File: config.mk
export PLATFORM = sky130hd
export DESIGN_NAME = inst_queue
export DESIGN_NICKNAME = d
export VERILOG_FILES = /design/src/rtl/inst_queue_pkg.sv /design/src/rtl/iq_slot_compact.sv /design/src/rtl/inst_queue.sv
export SDC_FILE = /design/constraint.sdc
export NUM_CORES = 1
export LEC_CHECK = 0
export ABC_AREA = 0
export BUFFER_PORTS_ARGS = -buffer_cell sky130_fd_sc_hd__buf_2
export CAP_MARGIN = 0
export CORE_MARGIN = 2
export CORE_UTILIZATION = 24
export DETAILED_ROUTE_END_ITERATION = 10
export GPL_TIMING_DRIVEN = 0
export HOLD_SLACK_MARGIN = 0.03
export PLACE_DENSITY = 0.49
export SETUP_SLACK_MARGIN = 0.5
export SLEW_MARGIN = 40
export SYNTH_ARGS = -nofsm -noshare
export SYNTH_HDL_FRONTEND = slang
export SYNTH_SLANG_ARGS = --single-unit
File: constraint.sdc
create_clock -name clk -period 14.05 [get_ports clk]
set_input_delay 2.81 -clock clk [delete_from_list [all_inputs] [get_ports clk]]
set_output_delay 2.81 -clock clk [all_outputs]
set_load 0.05 [all_outputs]
File: src/rtl/inst_queue_pkg.sv
// -----------------------------------------------------------------------------
// inst_queue_pkg
//   Shared types and sizing for the fetch-to-decode instruction queue.
//   - iq_entry_t  : one queued instruction {pc, inst}
//   - fetch_pkt_t : one fetch packet {mask, pc, inst1, inst0}
//   - popcount2   : number of set bits in a 2-bit slot mask
// -----------------------------------------------------------------------------
package inst_queue_pkg;

    localparam int IQ_DEPTH     = 8;
    localparam int IQ_PTR_WD    = 3;
    localparam int IQ_CNT_WD    = 4;
    localparam int IQ_ENTRY_WD  = 64;
    localparam int FETCH_PKT_WD = 98;

    // Highest occupancy at which a full two-slot packet still fits.
    localparam logic [IQ_CNT_WD-1:0] IQ_READY_MAX = IQ_CNT_WD'(IQ_DEPTH - 2);

    typedef struct packed {
        logic [31:0] pc;
        logic [31:0] inst;
    } iq_entry_t;

    typedef struct packed {
        logic [1:0]  mask;
        logic [31:0] pc;
        logic [31:0] inst1;
        logic [31:0] inst0;
    } fetch_pkt_t;

    function automatic logic [1:0] popcount2(input logic [1:0] m);
        return {1'b0, m[0]} + {1'b0, m[1]};
    endfunction

endpackage

File: src/rtl/iq_slot_compact.sv
// -----------------------------------------------------------------------------
// iq_slot_compact
//   Turns a fetch packet with a per-slot valid mask into 0..2 packed entries,
//   lowest valid slot first, so the queue can write them at consecutive tail
//   positions without caring which slots were valid.
//   Ports:
//     pkt_i  : fetch packet {mask, pc, inst1, inst0}; pc[2:0] is 000
//     ent0_o : first packed entry (meaningful when num_o >= 1)
//     ent1_o : second packed entry (meaningful when num_o == 2)
//     num_o  : number of valid entries (popcount of the mask)
// -----------------------------------------------------------------------------
module iq_slot_compact
    import inst_queue_pkg::*;
(
    input  logic [FETCH_PKT_WD-1:0] pkt_i,
    output iq_entry_t               ent0_o,
    output iq_entry_t               ent1_o,
    output logic [1:0]              num_o
);

    fetch_pkt_t pkt;
    iq_entry_t  slot0;
    iq_entry_t  slot1;

    assign pkt   = fetch_pkt_t'(pkt_i);
    assign slot0 = '{pc: pkt.pc,         inst: pkt.inst0};
    assign slot1 = '{pc: pkt.pc + 32'd4, inst: pkt.inst1};
    assign num_o = popcount2(pkt.mask);

    // NOTE: every output of a combinational block gets a default before the
    // case so no path leaves it unassigned (which would infer a latch).
    always_comb begin
        ent0_o = slot0;
        ent1_o = slot1;
        // A lone slot1 (fetch entered at pc[2]=1) moves down into position 0.
        if (pkt.mask == 2'b10) begin
            ent0_o = slot1;
        end
    end

endmodule

File: src/rtl/inst_queue.sv
// -----------------------------------------------------------------------------
// inst_queue
//   8-entry circular instruction queue between fetch and decode. Fetch pushes
//   up to two instructions per cycle; decode sees the two oldest entries and
//   pops 0..2 per cycle.
//   Ports:
//     clk, resetn            : clock, synchronous active-low reset
//     flush                  : drop all queued and incoming instructions
//     in_valid, in_pc,
//     in_inst0, in_inst1,
//     in_mask                : fetch packet and its per-slot valid mask
//     in_ready               : room for a full two-slot packet
//     out_valid0/1, out_pc0/1,
//     out_inst0/1            : head and head+1 views for decode
//     deq_num                : entries consumed by decode (clamped to valid)
//   Configuration:
//     INST_QUEUE_BYPASS_EN   : when defined, accepted incoming slots appear on
//                              the outputs in the same cycle behind queued
//                              entries; slots consumed that way are not stored.
// -----------------------------------------------------------------------------
module inst_queue
    import inst_queue_pkg::*;
(
    input  logic        clk,
    input  logic        resetn,
    input  logic        flush,
    input  logic        in_valid,
    input  logic [31:0] in_pc,
    input  logic [31:0] in_inst0,
    input  logic [31:0] in_inst1,
    input  logic [1:0]  in_mask,
    output logic        in_ready,
    output logic        out_valid0,
    output logic        out_valid1,
    output logic [31:0] out_pc0,
    output logic [31:0] out_pc1,
    output logic [31:0] out_inst0,
    output logic [31:0] out_inst1,
    input  logic [1:0]  deq_num
);

    iq_entry_t              mem_q [IQ_DEPTH];
    logic [IQ_PTR_WD-1:0]   head_q, head_d, head_p1;
    logic [IQ_PTR_WD-1:0]   tail_q, tail_d, tail_p1;
    logic [IQ_CNT_WD-1:0]   count_q, count_d;

    iq_entry_t              ent0, ent1;
    logic [1:0]             inc_num;
    logic                   enq_fire;
    logic [1:0]             enq_num;

    logic [1:0]             q_avail;   // queued entries visible (0..2)
    logic [1:0]             view_num;  // total entries visible (0..2)
    iq_entry_t              view0, view1;
    logic [1:0]             deq_eff;   // clamped dequeue
    logic [1:0]             deq_q;     // part of deq_eff taken from storage
    logic [1:0]             deq_inc;   // part of deq_eff taken from incoming
    logic [1:0]             wr_num;
    iq_entry_t              wr0, wr1;

    // ---------------------------------------------------------------- input
    iq_slot_compact u_compact (
        .pkt_i  ({in_mask, in_pc, in_inst1, in_inst0}),
        .ent0_o (ent0),
        .ent1_o (ent1),
        .num_o  (inc_num)
    );

    assign in_ready = (count_q <= IQ_READY_MAX);
    assign enq_fire = in_valid & in_ready & ~flush;
    assign enq_num  = enq_fire ? inc_num : 2'd0;

    assign head_p1  = head_q + 1'b1;
    assign tail_p1  = tail_q + 1'b1;
    assign q_avail  = (count_q >= 4'd2) ? 2'd2 : count_q[1:0];

    // ----------------------------------------------------------------- view
`ifdef INST_QUEUE_BYPASS_EN
    logic [2:0] view_total;

    always_comb begin
        view_total = {1'b0, q_avail} + {1'b0, enq_num};
        view_num   = (view_total >= 3'd2) ? 2'd2 : view_total[1:0];
        view0      = mem_q[head_q];
        view1      = mem_q[head_p1];
        // Queued entries are older, so incoming slots fill in behind them.
        case (q_avail)
            2'd1: view1 = ent0;
            2'd0: begin
                view0 = ent0;
                view1 = ent1;
            end
            default: ;
        endcase
    end
`else
    assign view_num = q_avail;
    assign view0    = mem_q[head_q];
    assign view1    = mem_q[head_p1];
`endif

    assign out_valid0 = (view_num != 2'd0);
    assign out_valid1 = (view_num == 2'd2);
    assign out_pc0    = view0.pc;
    assign out_inst0  = view0.inst;
    assign out_pc1    = view1.pc;
    assign out_inst1  = view1.inst;

    // -------------------------------------------------------- pop and push
    always_comb begin
        deq_eff = (deq_num > view_num) ? view_num : deq_num;
        deq_q   = (deq_eff > q_avail) ? q_avail : deq_eff;
        // Nonzero only with bypass: those incoming slots never reach storage.
        deq_inc = deq_eff - deq_q;
        wr_num  = enq_num - deq_inc;
        wr0     = (deq_inc == 2'd0) ? ent0 : ent1;
        wr1     = ent1;
    end

    always_comb begin
        head_d  = head_q + IQ_PTR_WD'(deq_q);
        tail_d  = tail_q + IQ_PTR_WD'(wr_num);
        count_d = count_q + IQ_CNT_WD'(wr_num) - IQ_CNT_WD'(deq_q);
    end

    // NOTE: state registers use non-blocking assignments so every flop samples
    // the pre-edge values regardless of block evaluation order.
    always_ff @(posedge clk) begin
        if (!resetn) begin
            head_q  <= '0;
            tail_q  <= '0;
            count_q <= '0;
        end else if (flush) begin
            head_q  <= '0;
            tail_q  <= '0;
            count_q <= '0;
        end else begin
            head_q  <= head_d;
            tail_q  <= tail_d;
            count_q <= count_d;
        end
    end

    // NOTE: entry storage is deliberately not reset; validity lives entirely in
    // count_q, so clearing the payload would only cost reset fan-out.
    always_ff @(posedge clk) begin
        if (resetn && wr_num != 2'd0) begin
            mem_q[tail_q] <= wr0;
        end
        if (resetn && wr_num == 2'd2) begin
            mem_q[tail_p1] <= wr1;
        end
    end

endmodule

==> flow_metrics.py <==
metrics = {
    "clock_network": {
        "cts_buffer_depth": 3,
        "cts.root.buffer_cell": "clkbuf_16",
        "ctsHoldBuffers": 0,
        "cts_max_level": 2,
        "clkSinkCount": 522,
        "clk_pin_slew_worst_paths_ns": 0.06,
        "numCtsBuffers": 53,
        "cts_tree": "done",
        "ctsResizeCount": 0,
        "clk_latency_ns": 0.65,
        "cts_setup_buffers": 0,
    },
    "setup_path": {
        "critPathArrivalTime_ns": 8.63,
        "crit_fanout": 11,
        "worstPathRequired_ns": 14.40,
        "crit_path_end_kind": "flop",
        "worst-setup-path-type": "in2reg",
        "cp-start-kind": "input pin",
    },
    "final_layout": {
        "area_delta_synth_final_pct": 19.5,
        "final_cell_mix": "edfxtp_1, a21oi_1, buf_2",
        "final_common_cell": "edfxtp_1",
        "filler_cell_count": 13600,
        "fin_cells": 4629,
        "nNetsFinal": 2952,
        "utilization_pct": 28.9,
        "drive_gt1_share_pct": 31.1,
    },
    "hold_path": {
        "hp-class": "reg2reg",
    },
    "routing": {
        "drt-initial-drc-count": 3240,
        "drt-pass1-iter-count": 6,
        "avgRoutedWirePerCell_um": 29.6,
        "vias": 26000,
        "via_per_inst": 5.61,
        "wirelength_um": 137000,
        "drcViolationCount": 0,
        "drtAntennaViolNets": 0,
    },
    "sta": {
        "tns_ns": 0,
        "fin_ws_ns": 5.77,
        "relSlewSlack_pct": 36.7,
        "hold_viol_final": 0,
        "rsz0062_at_grt": "no",
        "clock_skew_ns": 0.0146,
        "tightest_slew_ns": 0.950,
        "finalCriticalPeriod_ns": 8.28,
        "clock.fmax_mhz": 121,
        "setup_viol": 0,
        "period_share_pct": 59.0,
        "drv_slew": 0,
    },
    "global_route": {
        "grt.total_usage_pct": 19.5,
        "grt_pass1_vias": 25600,
        "grt_max_degree": 18,
        "grt_pass1_wl_um": 191000,
        "antenna_found_initial": 20,
        "grt-ovfl-total": 0,
    },
    "floorplan": {
        "die_h_um": 368,
        "core_area_um2": 131000,
        "die-area_um2": 135000,
        "rows": 133,
        "die_x_um": 368,
        "num_io_pins": 235,
        "start_util_pct": 24.2,
    },
    "placed_design": {
        "post-place-ws_ns": 5.07,
        "place_inst": 4523,
        "dpl.hpwl_um": 98200,
        "place.gp.congestion": 0.880,
        "port-buffer-count": 200,
    },
    "synthesis": {
        "yosysSeqAreaShare_pct": 49.0,
        "ys_ff_latch": 522,
        "synth.distinct_cells": 51,
        "synth_cells": 2504,
        "synth-edff-count": 512,
        "synth.avg_cell_area_um2": 12.7,
        "syn_nets": 2632,
        "async_reset_ff_share_pct": 0,
        "yosys_warnings": 0,
        "netlist_area_um2": 31800,
        "synth_flop_cell": "edfxtp_1",
    },
    "flow_run": {
        "drv_cap": 0,
    },
    "run_status": {
        "outcome": "complete, no violations",
    },
}
-- critical path, cell delays in order --
cell and delay, ns:
buf_2 0.11, inv_1 0.05, ha_1 0.32, nor3b_1 0.19, a31oi_1 0.08, a32o_1 0.32, ha_1 0.32, nor2_1 0.09
a221o_1 0.12, nand4_1 0.23, ha_1 0.38, inv_2 0.04, ha_1 0.45, inv_1 0.17, or2_1 0.25, clkbuf_1 0.14
nor2_1 0.57, nand2_1 0.53, clkbuf_2 0.46, o21ai_4 0.33, buf_8 0.27, buf_16 0.18, buf_16 0.16
-- per-stage QoR --
step           hold WS [ns]  cell area (µm²)
2_1_floorplan         0.538            31800
3_3_place_gp          0.574            35000
5_1_grt               0.626            37900
6_report              0.591            37900
4_1_cts               0.590            37900
3_5_place_dp          0.571            36000
-- sequential cells by signal (all words and copies together) (netlist names) --
signal / count
count_q: 4
mem_q: 512
tail_q: 3
head_q: 3
-- cell families (layout without fill, tap and decap cells) --
| group | count (synthesis) | count (layout) | share of synthesized area [%] |
|---|---|---|---|
| AOI/OAI and AO/OA | 564 | 564 | 11.0 |
| xor gates and xnor gates | 18 | 18 | 0.496 |
| adders and majority gates | 24 | 24 | 1.04 |
| buffers and inverters | 295 | 659 | 3.78 |
| DFF | 522 | 522 | 49.0 |
| muxes | 429 | 429 | 24.1 |
| other | 0 | 6 | 0 |
| and+or+nand+nor | 652 | 652 | 10.6 |
-- cell type report --
class / instances / area (µm²) / area share [%]
antenna: 6 / 15.0 / 0.0396
buffer: 277 / 1190 / 3.13
clock buffer: 62 / 1380 / 3.64
clock inverter: 37 / 483 / 1.27
inverter: 18 / 67.6 / 0.178
multi-input combinational: 1687 / 15200 / 40.0
sequential: 522 / 15600 / 41.0
tap: 1755 / 2200 / 5.79
timing repair buffer: 265 / 1880 / 4.94
-- final timing paths --
| kind | from | slack [ns] | end | depth (start not counted) |
|---|---|---|---|---|
| worst max-delay path | deq_num[1] | 5.77 | mem_q[3][51]$_DFFE_PP_ | 23 |
| worst min-delay path | tail_q[2]$_SDFF_PP0_ | 0.59 | tail_q[2]$_SDFF_PP0_ | 2 |
| worst max register to register | count_q[3]$_SDFF_PP0_ | 7.12 | mem_q[3][51]$_DFFE_PP_ | 26 |
| worst min register to register | tail_q[2]$_SDFF_PP0_ | 0.59 | tail_q[2]$_SDFF_PP0_ | 2 |
-- cells in the mapped netlist, drive strengths merged (9+ instances only) --
library cell	number	share of area, %
and3	9	0.18
mux4	256	18
ha	20	0.79
edfxtp	512	48
xnor2	12	0.33
clkbuf	181	2.1
o31ai	9	0.26
nand3	199	3.1
nor2	36	0.43
nor3	281	4.5
o21ai	22	0.35
o211ai	200	4.7
dfxtp	10	0.63
a21oi	297	4.7
mux2	128	4.5
nor4	11	0.39
mux2i	45	1.4
and2	16	0.32
o221ai	24	0.66
nand4	13	0.28
nand2	57	0.67
inv	18	0.21
buf	96	1.4
-- routing by layer --
metal	wire, µm	up-vias	share of wire, %	global-route usage (%)
met5	89	-	0.065	0
met4	7410	16	5.4	9.27
met3	13200	374	9.6	4.29
met2	62600	1547	46	31.0
met1	53600	13200	39	25.2
li1	-	10900	-	-
Power is left out: the tool's default activity adds up to more than one toggle a clock period on the data nets, which glitch-free logic cannot reach.
